**config.mk**
```make
export PLATFORM = sky130hd
export DESIGN_NAME = pipe_hazard_ctrl
export DESIGN_NICKNAME = d
export VERILOG_FILES = /design/src/rtl/pipe_hazard_ctrl.sv
export SDC_FILE = /design/constraint.sdc
export NUM_CORES = 1
export LEC_CHECK = 0
export BUFFER_PORTS_ARGS = -buffer_cell sky130_fd_sc_hd__buf_2
export CAP_MARGIN = 40
export CORE_AREA = 2 2 71 73
export CTS_CLUSTER_SIZE = 25
export DETAILED_ROUTE_END_ITERATION = 8
export DIE_AREA = 0 0 73 75
export GPL_TIMING_DRIVEN = 0
export PLACE_DENSITY = 0.53
export SETUP_SLACK_MARGIN = 0.15
export SLEW_MARGIN = 20
export SYNTH_ARGS = -nofsm -noshare
export SYNTH_HDL_FRONTEND = slang
export SYNTH_SLANG_ARGS = --single-unit
```
**constraint.sdc**
```tcl
create_clock -name CLK -period 3.4 [get_ports CLK]
set_input_delay 0.68 -clock CLK [delete_from_list [all_inputs] [get_ports CLK]]
set_output_delay 0.68 -clock CLK [all_outputs]
set_load 0.03 [all_outputs]
```
**src/rtl/pipe_hazard_ctrl.sv**
```systemverilog
// pipe_hazard_ctrl: stall/flush sequencer for load-use, taken-branch and multi-cycle Execute hazards
module pipe_hazard_ctrl #(
  parameter int REGW   = 4,
  parameter int MC_LAT = 4,
  parameter int PERFW  = 16
) (
  input  logic             CLK,
  input  logic             RST,
  input  logic [REGW-1:0]  RA1D,
  input  logic [REGW-1:0]  RA2D,
  input  logic             RA1VD,
  input  logic             RA2VD,
  input  logic [REGW-1:0]  WA3E,
  input  logic             RegWriteE,
  input  logic             MemtoRegE,
  input  logic             MultiE,
  input  logic             BranchTakenE,
  output logic             StallF,
  output logic             StallD,
  output logic             StallE,
  output logic             FlushD,
  output logic             FlushE,
  output logic             FlushM,
  output logic             BusyE,
  output logic             DoneE,
  output logic [PERFW-1:0] StallCycles
);
  localparam int CW = (MC_LAT > 2) ? $clog2(MC_LAT) : 1;
  localparam logic [CW-1:0] CNT_INIT = CW'((MC_LAT > 1) ? MC_LAT - 2 : 0);
  typedef enum logic {RUN = 1'b0, MCWAIT = 1'b1} state_t;
  state_t state, state_n;
  logic [CW-1:0] cnt, cnt_n;
  logic ldhaz, multi;
  assign ldhaz = MemtoRegE & RegWriteE & ((RA1VD & (RA1D == WA3E)) | (RA2VD & (RA2D == WA3E)));
  assign multi = MultiE && (MC_LAT > 1);
  // state and remaining-cycle counter; reset aborts any operation in flight
  always_ff @(posedge CLK) begin
    if (RST) begin
      state <= RUN;
      cnt   <= '0;
    end else begin
      state <= state_n;
      cnt   <= cnt_n;
    end
  end
  // hazard priority: reset, multi-cycle hold, multi-cycle completion, branch redirect, load-use
  always_comb begin
    state_n = state;
    cnt_n   = cnt;
    StallF  = 1'b0;
    StallD  = 1'b0;
    StallE  = 1'b0;
    FlushD  = 1'b0;
    FlushE  = 1'b0;
    FlushM  = 1'b0;
    BusyE   = 1'b0;
    DoneE   = 1'b0;
    if (RST) begin
      FlushD = 1'b1;
      FlushE = 1'b1;
      FlushM = 1'b1;
    end else if (state == MCWAIT && cnt != '0) begin
      {StallF, StallD, StallE, FlushM, BusyE} = '1;
      cnt_n = cnt - CW'(1);
    end else if (state == MCWAIT) begin
      BusyE   = 1'b1;
      DoneE   = 1'b1;
      FlushD  = BranchTakenE;
      FlushE  = BranchTakenE;
      state_n = RUN;
    end else if (multi) begin
      {StallF, StallD, StallE, FlushM, BusyE} = '1;
      state_n = MCWAIT;
      cnt_n   = CNT_INIT;
    end else if (BranchTakenE) begin
      FlushD = 1'b1;
      FlushE = 1'b1;
    end else if (ldhaz) begin
      StallF = 1'b1;
      StallD = 1'b1;
      FlushE = 1'b1;
    end
  end
  // saturating count of Decode-stall cycles
  always_ff @(posedge CLK) begin
    if (RST) StallCycles <= '0;
    else if (StallD && !(&StallCycles)) StallCycles <= StallCycles + PERFW'(1);
  end
endmodule

```
# --- Word level (Yosys, flattened, before mapping) ---
# Cells that the tools add are included.
classes:
  addsub: 2
  n_eq_ne: 3
  muxes: 30
  bitwise_logic: 5
  n_reduce_logical: 7
ops:
  columns: ["cell", "n"]
  rows:
  - ["1-bit 2-to-1 mux", 27]
  - ["16-bit by 1-bit adder with 16-bit output, second input constant", 1]
  - ["16-bit AND reduction", 1]
  - ["4-bit equality test", 2]
  - ["2-bit 2-to-1 mux", 3]
  - ["1-bit AND", 4]
  - ["2-bit nonzero test", 2]
  - ["1-bit logical AND", 2]
  - ["2-bit by 1-bit inequality test with 1-bit output, second input constant", 1]
  - ["2-bit AND reduction", 1]
  - ["2-bit by 1-bit subtractor with 2-bit output, second input constant", 1]
  - ["1-bit zero test", 1]
  - ["1-bit OR", 1]
word_totals:
  word_cells: 50
  regBits: 19
  out_inout_bits: 24
  in_bits: 20

# --- Logic depth before layout (Yosys ltp) ---
# Gate-level depths: netlist of run 1.
logic_depth:
  depth_word: 11
  ltp_mapped: 10
  depth_no_buf: 8

# --- Worst setup path after synthesis of run 1 ---
# No wires, ideal clock.
synth_path:
  path_kind: "input to output"
  from: "in MultiE"
  to: "out StallF"
  required_ps: 2720
  arrival_ps: 2191
  path_buffers: 3
  slack_ps: 529
  path_stages: 7
  path_cell_list: "o21ai_1 -> nor2_1 -> a21oi_1 -> clkbuf_1 -> buf_2 -> inv_1 -> buf_4"
synth_via:
  elab_chain_cells: 4
synth_lines:
  columns: ["element", "line", "rtl"]
  rows:
  - ["start: declaration", "16", "input logic MultiE,"]
  - ["1-bit 2-to-1 mux (4 in series)", null, null]
  - ["end: declaration", "18", "output logic StallF,"]
# Every way passes these cells.

# --- Final worst setup path of run 1 ---
layout_path:
  from: "in MultiE"
  to: "out StallF"
layout_via:
  elab_chain_cells: 4
layout_lines:
  columns: ["element", "line", "rtl"]
  rows:
  - ["1-bit 2-to-1 mux", "71", "end else if (multi) begin"]
  - ["1-bit 2-to-1 mux", "65", "end else if (state == MCWAIT) begin"]
  - ["1-bit 2-to-1 mux", "62", "end else if (state == MCWAIT && cnt != '0) begin"]
  - ["1-bit 2-to-1 mux", "58", "if (RST) begin"]
# Every way passes these cells.

==> results.tsv, run 1 <==
stage	metric	value	unit
run_status	status	finished, final reports clean	
drt	DR WL met2	1.295	mm
layout	Final Net Count	208	
layout	antenna cell count	0	
die	Die W	73	µm
layout	commonest non-fill, non-tap cell in the layout	buf_2	
hold_path	worst hold path type	reg2reg	
drt	DR WL met3	153	µm
drt	via count	1188	
clocking	Root Buffer	clkbuf_8	
logic_synthesis	post-synthesis sequential area ratio	0.3341	
drt	Routed WL	2.970	mm
drt	drt first-iter violations	43	
sta	RSZ-0062 raised after global routing	no	
layout	share of cells above drive strength 1	0.3297	
sta	Worst Max-Slew Pin Slew	0.4678	ns
power_and_ir_drop	peak supply drop	0.1377	mV
clocking	TritonCTS clock tree	yes	
power_and_ir_drop	P_int	0.0003514	W
global_routing	antenna violations before repair	0	
clocking	CTS H-tree depth	1	
worst_setup_path	Setup crit end kind	output pin	
drt	First-pass DRT Iterations	4	
worst_setup_path	reg-to-reg slack, setup	1.12	ns
sta	Final min period	2.973	ns
worst_setup_path	Critical Path RT	2.72	ns
placed_design	Port Buffers	43	
clocking	Worst-path clk slew	0.07	ns
clocking	Post-CTS Setup Bufs	0	
worst_setup_path	critical path type	in2out	
die	starting density of the core	0.2443	
logic_synthesis	EDFF count, synth	0	
global_routing	gr ovfl total	0	
power_and_ir_drop	LEAKAGE	0.5944	nW
worst_setup_path	Max FO, Critical Path	10	
sta	fin. max-slew vios	0	
power_and_ir_drop	combinational cell fraction of total power	0.208	
clocking	Skew-Pair Late Insertion Delay	0.26	ns
die	Ports	44	
global_routing	gr usage total	0.1177	
layout	Final Instance Area	1473	µm²
logic_synthesis	Cell Area, Synth	1139	µm²
sta	Final Setup Violations	0	
logic_synthesis	Most used DFF post-synth	dfxtp_1	
die	die area	5475	µm²
logic_synthesis	Mapped Avg Cell Area	8.311	µm²
power_and_ir_drop	sequential power share	0.475	
power_and_ir_drop	PD cells	341.3	nW/µm²
die	Die Ht	75	µm
global_routing	largest net degree at the start of global routing	11	
die	core box area	4661	µm²
logic_synthesis	Ys Warns	0	
sta	Max-slew headroom	0.6855	
die	site row count	25	
sta	Hold Fails Final Rpt	0	
drt	DR WL/cell	12.43	µm
drt	ANT nets after route	0	
clocking	CTS buffer count	3	
logic_synthesis	Mapped Nets	159	
placed_design	Post-DP HPWL	2.238	mm
sta	fmax	336.4	MHz
logic_synthesis	Yosys reg bits	19	
sta	final setup margin	0.4272	ns
sta	Layout Skew	0.004615	ns
sta	Fin Setup TNS	0	ns
layout	commonest non-fill, non-tap cells in the layout	45 x buf_2, 19 x dfxtp_1, 12 x nand2_1, 12 x nand3_1, 10 x nor2_1	
logic_synthesis	synth unique cells	34	
worst_setup_path	Critical Path AT	2.29	ns
clocking	Clock Sinks	19	
drt	DRC	0	
layout	Area growth syn-to-layout	29.34	%
power_and_ir_drop	Clk network pwr share	0.317	
power_and_ir_drop	NetSw	0.0001511	W
global_routing	vias in the first global route	1096	
sta	crit share post-route	0.8743	
placed_design	routability cong.	0.7673	
layout	post-layout util	0.3160	
drt	top sig layer	met4	
job	max-cap viol count	0	
worst_setup_path	CP Launch Type	primary input	
placed_design	placed cell areas	1421	µm²
drt	DRT met1 WL	1.461	mm
power_and_ir_drop	Sw Share	0.3008	
global_routing	first-pass GRT wire length	5.023	mm
logic_synthesis	Mapped Cells	137	
logic_synthesis	Async SR Flop Fraction	0	
placed_design	pre-CTS WS	0.2645	ns
drt	Via density	4.971	
clocking	clock buffer depth	2	
==> path summary, 6_finish.rpt <==
| check | startpoint | to | cells past startpoint |
|---|---|---|---|
| worst max-delay path | MultiE | StallF | 9 |
| worst min-delay path | cnt[1]$_SDFFE_PP0P_ | cnt[1]$_SDFFE_PP0P_ | 2 |
| worst max register to register | StallCycles[0]$_SDFFE_PP0P_ | StallCycles[2]$_SDFFE_PP0P_ | 7 |
| worst min register to register | cnt[1]$_SDFFE_PP0P_ | cnt[1]$_SDFFE_PP0P_ | 2 |
==> power by group through the flow <==
stage / Combinational (W) / Clock (W) / Sequential [W]
2_1_floorplan: 0.0000634 / 0 / 0.000247
3_3_place_gp: 0.000105 / 0 / 0.000244
3_5_place_dp: 0.000105 / 0 / 0.000244
4_1_cts: 0.000106 / 0.000169 / 0.000239
5_1_grt: 0.000116 / 0.000174 / 0.000240
6_report: 0.000104 / 0.000159 / 0.000239
==> cell families (layout without fill, tap and decap cells) <==
group,Yosys count,in the layout,synth area share
AND/OR/NAND/NOR,63,63,0.3297
multiplexers,4,4,0.03846
AO/OA/AOI/OAI,29,29,0.1692
XOR/XNOR,8,8,0.06154
buffers and inverters,12,60,0.04506
adder cells (fa/ha/maj),2,2,0.02197
flip-flops,19,19,0.3341
==> layer usage <==
metal	vias to the layer above	track usage
met3	5	0.02276
met1	535	0.1481
met4	0	0.05556
met2	35	0.1942
li1	613	-
met5	-	0
==> cell type report <==
type,count,area (µm²)
clock buffer,4,45.04
timing repair buffer,44,220.2
tap,54,67.56
fill,509,3188
inverter,5,18.77
sequential,19,380.4
buffer,7,33.78
multi-input combinational,106,706.9
==> critical path, stage by stage <==
cell      delay, ns
buf_2          0.10
o21ai_1        0.33
nor2_1         0.09
a21oi_1        0.21
clkbuf_2       0.26
buf_2          0.25
inv_1          0.07
buf_4          0.13
buf_2          0.16
==> state kept, by name, indices dropped and copies added (netlist names) <==
signal	count
StallCycles	16
cnt	2
state	1
==> what timing repair did <==
item                                    4_1_cts  5_1_grt
hold endpoints to repair                      0        0
resized for setup                             0        2
endpoints found under the setup margin        0        2
hold buffers                                  0        0
==> through the flow <==
stage / power, W / hold slack (ns) / instances
floorplan: 0.0003104 / 0.4558 / 137
global placement: 0.0003488 / 0.4735 / 234
detailed placement: 0.0003493 / 0.4845 / 234
global route: 0.0005293 / 0.5192 / 239
finish: 0.0005026 / 0.4922 / 239
CTS: 0.0005134 / 0.4948 / 238
==> Yosys cell counts, drive strengths merged (2+ instances only) <==
cell type	instances	area, µm²
or3	7	48.80
o311ai	5	43.79
ha	2	25.02
a21oi	9	45.04
o41ai	3	26.28
dfxtp	19	380.4
nand4	4	31.28
nor4b	2	23.77
o31ai	3	22.52
nor4	4	31.28
nand3	13	77.58
xnor2	8	70.07
buf	3	17.52
nor2b	4	25.02
nor2	10	37.54
mux2	3	33.78
clkbuf	4	15.01
or4	5	37.54
nand2	12	45.04
inv	5	18.77
o21ai	6	30.02
Note: power is estimated with default switching activity, not from simulation.
==> inputs of run 2 (changes only) <==
Settings changed: ABC_AREA set to 1, CORE_AREA 2 2 71 73 to 2 2 75 77, DIE_AREA 0 0 73 75 to 0 0 77 79.
==> run 2 against run 1 <==
Net effect: largest power group unchanged; largest cell class unchanged; clock skew increased by 0.0039 ns; critical endpoint unchanged; sequential share of layout area decreased by 2.7 points; non-clock buffer count decreased by 2; fmax increased by 3.8%; total power increased by 1.7%; register-to-register slack improved by 0.34 ns; global-route usage decreased by 0.60 points; die area increased by 11%; combinational power increased by 8%; critical path type is now reg2out; clock power increased by 4%; critical path depth increased by 1; flip-flop and latch count unchanged.
==> results.tsv, run 2 <==
stage	metric	value	unit
logic_synthesis	main combinational cell family by area after synthesis	simple AND/OR/NAND/NOR gates	
drt	drt first-iter violations	57	
sta	Final Setup Violations	0	
logic_synthesis	Synth Area in XOR/XNOR	0.1085	
power_and_ir_drop	PD cells	311.2	nW/µm²
global_routing	vias in the first global route	1241	
logic_synthesis	Yosys top cell area share	0.2946	
worst_setup_path	R2R cell count	8	
clocking	clock buffer depth	2	
logic_synthesis	Mapped Cells	197	
logic_synthesis	cell taking the most area after synthesis	dfxtp_1	
logic_synthesis	Synth Area in Adders	0.01938	
sta	Fin Setup TNS	0	ns
logic_synthesis	dominant cell by count in the synthesized netlist	nand2_1	
layout	share of cells above drive strength 1	0.2787	
drt	DRT met1 WL	1.555	mm
placed_design	Port Buffers	43	
drt	via count	1329	
drt	DR WL/cell	10.29	µm
logic_synthesis	Most used DFF post-synth	dfxtp_1	
worst_setup_path	Critical Path RT	2.72	ns
layout	commonest non-fill, non-tap cell in the layout	nand2_1	
drt	Routed WL	3.251	mm
placed_design	Post-DP HPWL	2.572	mm
worst_setup_path	Critical Path AT	2.18	ns
drt	First-pass DRT Iterations	4	
layout	final cell count without fillers	316	
logic_synthesis	Mapped Nets	219	
global_routing	gr usage total	0.1116	
die	die area	6083	µm²
logic_synthesis	post-synthesis sequential area ratio	0.2946	
power_and_ir_drop	LEAKAGE	0.7258	nW
clocking	Root Buffer	clkbuf_8	
logic_synthesis	mux share of post-synthesis cell area	0	
global_routing	antenna violations before repair	0	
layout	Largest regs	StallCycles x16, cnt x2, state x1	
sta	Final min period	2.863	ns
global_routing	gr ovfl total	0	
logic_synthesis	top area cells in the synthesized netlist	dfxtp_1 29%, nand2_1 15%, nand3_1 10%	
die	Die W	77	µm
logic_synthesis	EDFF count, synth	0	
power_and_ir_drop	peak supply drop	0.1274	mV
clocking	Post-CTS Setup Bufs	0	
drt	DR WL met3	176	µm
clocking	TritonCTS clock tree	yes	
sta	RSZ-0062 raised after global routing	no	
logic_synthesis	synth unique cells	25	
die	site row count	27	
worst_setup_path	critical path type	reg2out	
clocking	CTS buffer count	3	
sta	Max-slew headroom	0.5892	
logic_synthesis	simple-gate share of the synthesized area	0.3808	
logic_synthesis	Mapped Avg Cell Area	6.555	µm²
logic_synthesis	Async SR Flop Fraction	0	
placed_design	dpl cells	312	
global_routing	first-pass GRT wire length	5.616	mm
global_routing	largest net degree at the start of global routing	12	
layout	Final Net Count	267	
hold_path	hold depth	1	
layout	antenna cell count	0	
layout	Top reg by flops	StallCycles	
drt	ANT nets after route	0	
logic_synthesis	Synth top cells by count	52 x nand2_1, 28 x nor2_1, 26 x nand3_1, 19 x dfxtp_1, 18 x inv_1	
die	Ports	44	
sta	Layout Skew	0.008488	ns
layout	Area growth syn-to-layout	27.23	%
sta	Hold Fails Final Rpt	0	
drt	DRC	0	
die	core box area	5338	µm²
sta	fmax	349.2	MHz
logic_synthesis	Ys Warns	0	
worst_setup_path	Max FO, Critical Path	11	
drt	Via density	4.206	
clocking	Gates resized, CTS repair	0	
die	Die Ht	79	µm
worst_setup_path	Setup crit end kind	output pin	
logic_synthesis	Synth Area in Compound Gates	0.1105	
worst_setup_path	CP Launch Type	flip-flop	
layout	commonest non-fill, non-tap cells in the layout	52 x nand2_1, 45 x buf_2, 28 x nor2_1, 26 x nand3_1, 19 x dfxtp_1	
hold_path	worst hold path type	reg2reg	
sta	crit share post-route	0.8422	
drt	top sig layer	met4	
layout	max reg flops	16	
logic_synthesis	Cell Area, Synth	1291	µm²
clocking	Clock Sinks	19	
logic_synthesis	Yosys reg bits	19	
layout	fillers	639	
sta	fin. max-slew vios	0	
placed_design	routability cong.	0.8753	
run_status	status	finished, final reports clean	
clocking	Worst-path clk slew	0.08	ns
clocking	Skew-Pair Late Insertion Delay	0.26	ns
job	max-cap viol count	0	
drt	DR WL met2	1.495	mm
die	starting density of the core	0.2419	
clocking	CTS H-tree depth	1	
sta	Worst Max-Slew Pin Slew	0.6162	ns
clocking	CTS Hold Bufs	0	
run 2: cell count changes after synthesis, moves of 8 or more:
cell     delta
a21oi_2    +10
inv_1      +13
nand2_1    +40
nand3_1    +14
nor2_1     +18
xor2_1      +8
run 2: report_power, final:
group,leakage [nW],internal (W),switching [W]
registers,0.154,0.000229,0.00000458
clock network,0.0255,0.0000817,0.0000842
logic,0.546,0.0000380,0.0000741
total,0.726,0.000348,0.000163
run 2: final timing paths:
kind                            endpoint                         from  slack, ns
max                               StallF          cnt[0]$_SDFFE_PP0P_       0.54
min                  cnt[0]$_SDFFE_PP0P_          cnt[0]$_SDFFE_PP0P_       0.46
max reg2reg  StallCycles[5]$_SDFFE_PP0P_  StallCycles[0]$_SDFFE_PP0P_       1.46
min reg2reg          cnt[0]$_SDFFE_PP0P_          cnt[0]$_SDFFE_PP0P_       0.46
run 2: per-stage QoR:
step	area [µm²]	power (W)	util	setup WS, ns	hold slack (ns)
after global routing	1643	0.0005409	0.3078	0.2573	0.4971
after global placement	1597	0.0003512	0.2991	0.6634	0.4597
final	1643	0.0005112	0.3078	0.5366	0.4646
after floorplan	1291	0.0003145	-	0.5895	0.4312
after CTS	1643	0.0005165	0.3078	0.5042	0.4660
after detailed placement	1597	0.0003520	0.2991	0.6608	0.4548
run 2: final cells by class:
cell class | count | area, µm² | area share
multi-input cells | 152 | 799.5 | 0.4867
flip-flops and latches | 19 | 380.4 | 0.2315
repair buffers | 43 | 215.2 | 0.1310
well taps | 72 | 90.09 | 0.05484
inverters | 20 | 75.07 | 0.04570
clock buffers | 3 | 41.29 | 0.02513
plain buffers | 6 | 36.28 | 0.02209
clock inverters | 1 | 5.005 | 0.003046
run 2: kinds of logic (layout without fill, tap and decap cells):
group,Yosys count,in the layout
compound gates,20,20
xor+xnor,16,16
fa+ha+maj,2,2
buf+inv,26,73
flops,19,19
simple gates,114,114
run 2: layer usage:
layer | vias to the layer above | track usage
li1 | 723 | -
met1 | 570 | 0.1376
met2 | 32 | 0.1974
met3 | 4 | 0.02955
met4 | 0 | 0.02143
met5 | - | 0
run 2: worst max-delay path, cell delays in order (launching register included):
cell	delay (ns)
dfxtp_1	0.35
inv_1	0.05
ha_1	0.20
nand2_1	0.13
nand2_1	0.11
nor2_1	0.24
inv_1	0.09
nand2_2	0.18
buf_2	0.25
buf_4	0.13
buf_2	0.18
==> inputs of run 3 (changes only) <==
Settings changed: ABC_AREA 1 to 0, CORE_AREA 2 2 75 77 to 2 2 71 73, DIE_AREA 0 0 77 79 to 0 0 73 75.
Clock period 3.4 ns to 2.65 ns, I/O delays scaled along.
==> run 3 against run 2 <==
Net effect: first-iteration DRC count grew 32%; clock skew fell by 0.0076 ns; cell area shrank 5.4%; critical path depth unchanged; wire length down 7.0%; hold slack gained 0.029 ns; sequential share of layout area grew 1.4 points; non-clock buffer count is 3 higher; critical path type unchanged; largest cell class unchanged.
==> results.tsv, run 3 (synthesis results as in run 1) <==
stage	metric	value	unit
run_status	status	finished, final reports clean	
power_and_ir_drop	final total power	0.0006647	W
clocking	Skew-Pair Late Insertion Delay	0.25	ns
global_routing	vias in the first global route	1139	
worst_setup_path	Max FO, Critical Path	10	
worst_setup_path	Worst Setup SP	cnt[0]$_SDFFE_PP0P_	
drt	DR WL/cell	12.60	µm
sta	Layout Skew	0.0008483	ns
drt	via count	1199	
power_and_ir_drop	P_int	0.0004615	W
power_and_ir_drop	combinational cell fraction of total power	0.233	
layout	post-layout util	0.3334	
die	die area	5475	µm²
drt	drt first-iter violations	75	
clocking	TritonCTS clock tree	yes	
drt	Routed WL	3.024	mm
power_and_ir_drop	peak supply drop	0.1598	mV
layout	commonest non-fill, non-tap cells in the layout	43 x buf_2, 18 x dfxtp_1, 12 x nand3_1, 11 x nand2_1, 9 x nor2_1	
power_and_ir_drop	Sw Share	0.3056	
worst_setup_path	worst r2r dst	StallCycles[3]$_SDFFE_PP0P_	
layout	max reg flops	16	
sta	crit share post-route	0.8959	
layout	Largest regs	StallCycles x16, cnt x2, state x1	
sta	final setup margin	0.2759	ns
global_routing	antenna violations before repair	0	
power_and_ir_drop	NetSw	0.0002032	W
global_routing	met1 usage	0.1542	
die	core box area	4661	µm²
placed_design	routability cong.	0.7632	
sta	fin. max-slew vios	0	
worst_setup_path	Largest stage delay, worst path	0.33	ns
sta	Worst Max-Slew Pin Slew	0.5261	ns
worst_setup_path	Worst Setup EP	StallF	
global_routing	first-pass GRT wire length	5.023	mm
power_and_ir_drop	PD cells	427.7	nW/µm²
global_routing	largest net degree at the start of global routing	12	
die	Ports	44	
layout	fillers	500	
worst_setup_path	crit path cell chain	inv_1 -> ha_2 -> nand2_2 -> nor4b_4 -> a21oi_2 -> buf_4 -> buf_6 -> inv_1 -> buf_4 -> buf_4	
placed_design	Port Buffers	43	
layout	antenna cell count	0	
placed_design	Post-DP HPWL	2.204	mm
layout	commonest non-fill, non-tap cell in the layout	buf_2	
clocking	Clock Sinks	19	
clocking	CTS Hold Bufs	0	
power_and_ir_drop	Clk network pwr share	0.304	
layout	share of cells above drive strength 1	0.3817	
worst_setup_path	reg-to-reg slack, setup	0.46	ns
die	site row count	25	
clocking	Root Buffer	clkbuf_8	
worst_setup_path	R2R cell count	6	
clocking	Worst-path clk slew	0.07	ns
worst_setup_path	CP max stage cell	dfxtp_2	
clocking	CTS buffer count	3	
layout	Area growth syn-to-layout	36.48	%
sta	Hold Fails Final Rpt	0	
worst_setup_path	start of the worst register-to-register path	StallCycles[0]$_SDFFE_PP0P_	
global_routing	met3 Track Usage GR	0.01740	
worst_setup_path	CP dominant cell by count	buf_4	
worst_setup_path	Setup crit end kind	output pin	
drt	Via density	4.996	
clocking	clock buffer depth	2	
hold_path	HP Start	cnt[1]$_SDFFE_PP0P_	
sta	Max-slew headroom	0.6466	
drt	First-pass DRT Iterations	4	
global_routing	gr ovfl total	0	
global_routing	global route hottest layer	met2	
global_routing	M2 GR Usage	0.1842	
placed_design	pre-CTS WS	-0.1177	ns
layout	Top reg by flops	StallCycles	
sta	fmax	421.2	MHz
worst_setup_path	Critical Path RT	2.12	ns
sta	Final Setup Violations	0	
die	starting density of the core	0.2443	
die	Die W	73	µm
worst_setup_path	Critical Path AT	1.84	ns
drt	DRC	0	
hold_path	worst hold path type	reg2reg	
clocking	CTS H-tree depth	1	
power_and_ir_drop	LEAKAGE	0.6359	nW
sta	Min Hold Slack	0.4940	ns
power_and_ir_drop	sequential power share	0.463	
global_routing	gr usage total	0.1164	
job	max-cap viol count	0	
sta	Final min period	2.374	ns
die	Die Ht	75	µm
worst_setup_path	critical path type	reg2out	
drt	ANT nets after route	0	
layout	Final Net Count	209	
worst_setup_path	CP Launch Type	flip-flop	
sta	RSZ-0062 raised after global routing	no	
[run 3: power groups by stage]
stage | Combinational [W] | Clock (W) | Sequential [W]
global placement | 0.000138 | 0 | 0.000313
global route | 0.000169 | 0.000225 | 0.000309
floorplan | 0.0000840 | 0 | 0.000317
CTS | 0.000147 | 0.000211 | 0.000307
finish | 0.000155 | 0.000202 | 0.000308
detailed placement | 0.000137 | 0 | 0.000314
[run 3: critical path, delay by kind of cell (launching register included)]
| family | cells | cell delay (ns) |
|---|---|---|
| DFF | 1 | 0.33 |
| adders and majority gates | 1 | 0.18 |
| and+or+nand+nor | 2 | 0.24 |
| buffers and inverters | 6 | 0.65 |
| AOI/OAI and AO/OA | 1 | 0.18 |
[run 3: layout make-up]
type | count | area, µm² | area share
clock buffer | 3 | 41.29 | 0.02657
buffer | 7 | 42.54 | 0.02738
timing repair buffer | 45 | 232.7 | 0.1498
sequential | 19 | 381.6 | 0.2456
multi-input combinational | 106 | 764.5 | 0.4919
clock inverter | 1 | 5.005 | 0.003221
tap | 54 | 67.56 | 0.04348
inverter | 5 | 18.77 | 0.01208
[run 3: what timing repair did]
item / CTS / global route
endpoints found under the setup margin: 2 / 9
resized for setup: 7 / 8
pin swaps: 1 / 0
buffers inserted: 1 / 1
[run 3: metrics by stage]
stage          area [µm²]  instances  setup TNS, ns
2_1_floorplan        1150        137              0
3_3_place_gp         1433        234        -0.1764
3_5_place_dp         1433        234        -0.1218
4_1_cts              1514        239              0
5_1_grt              1554        240              0
6_report             1554        240              0
[run 3: worst min-delay path by stage]
stage / to / slack [ns] / cells after the start
after CTS: cnt[1]$_SDFFE_PP0P_ / 0.50 / 2
final: cnt[1]$_SDFFE_PP0P_ / 0.49 / 2
after global routing: cnt[1]$_SDFFE_PP0P_ / 0.53 / 2
after floorplan: cnt[1]$_SDFFE_PP0P_ / 0.46 / 2
after detailed placement: cnt[1]$_SDFFE_PP0P_ / 0.49 / 2
after global placement: cnt[1]$_SDFFE_PP0P_ / 0.48 / 2
[run 3: routing by layer]
layer  up-vias  share of wire  wire length [µm]
met5         -              0                 0
met4         0          0.024                74
met3         7          0.034               104
met2        27           0.48              1439
met1       550           0.46              1406
li1        615              -                 -
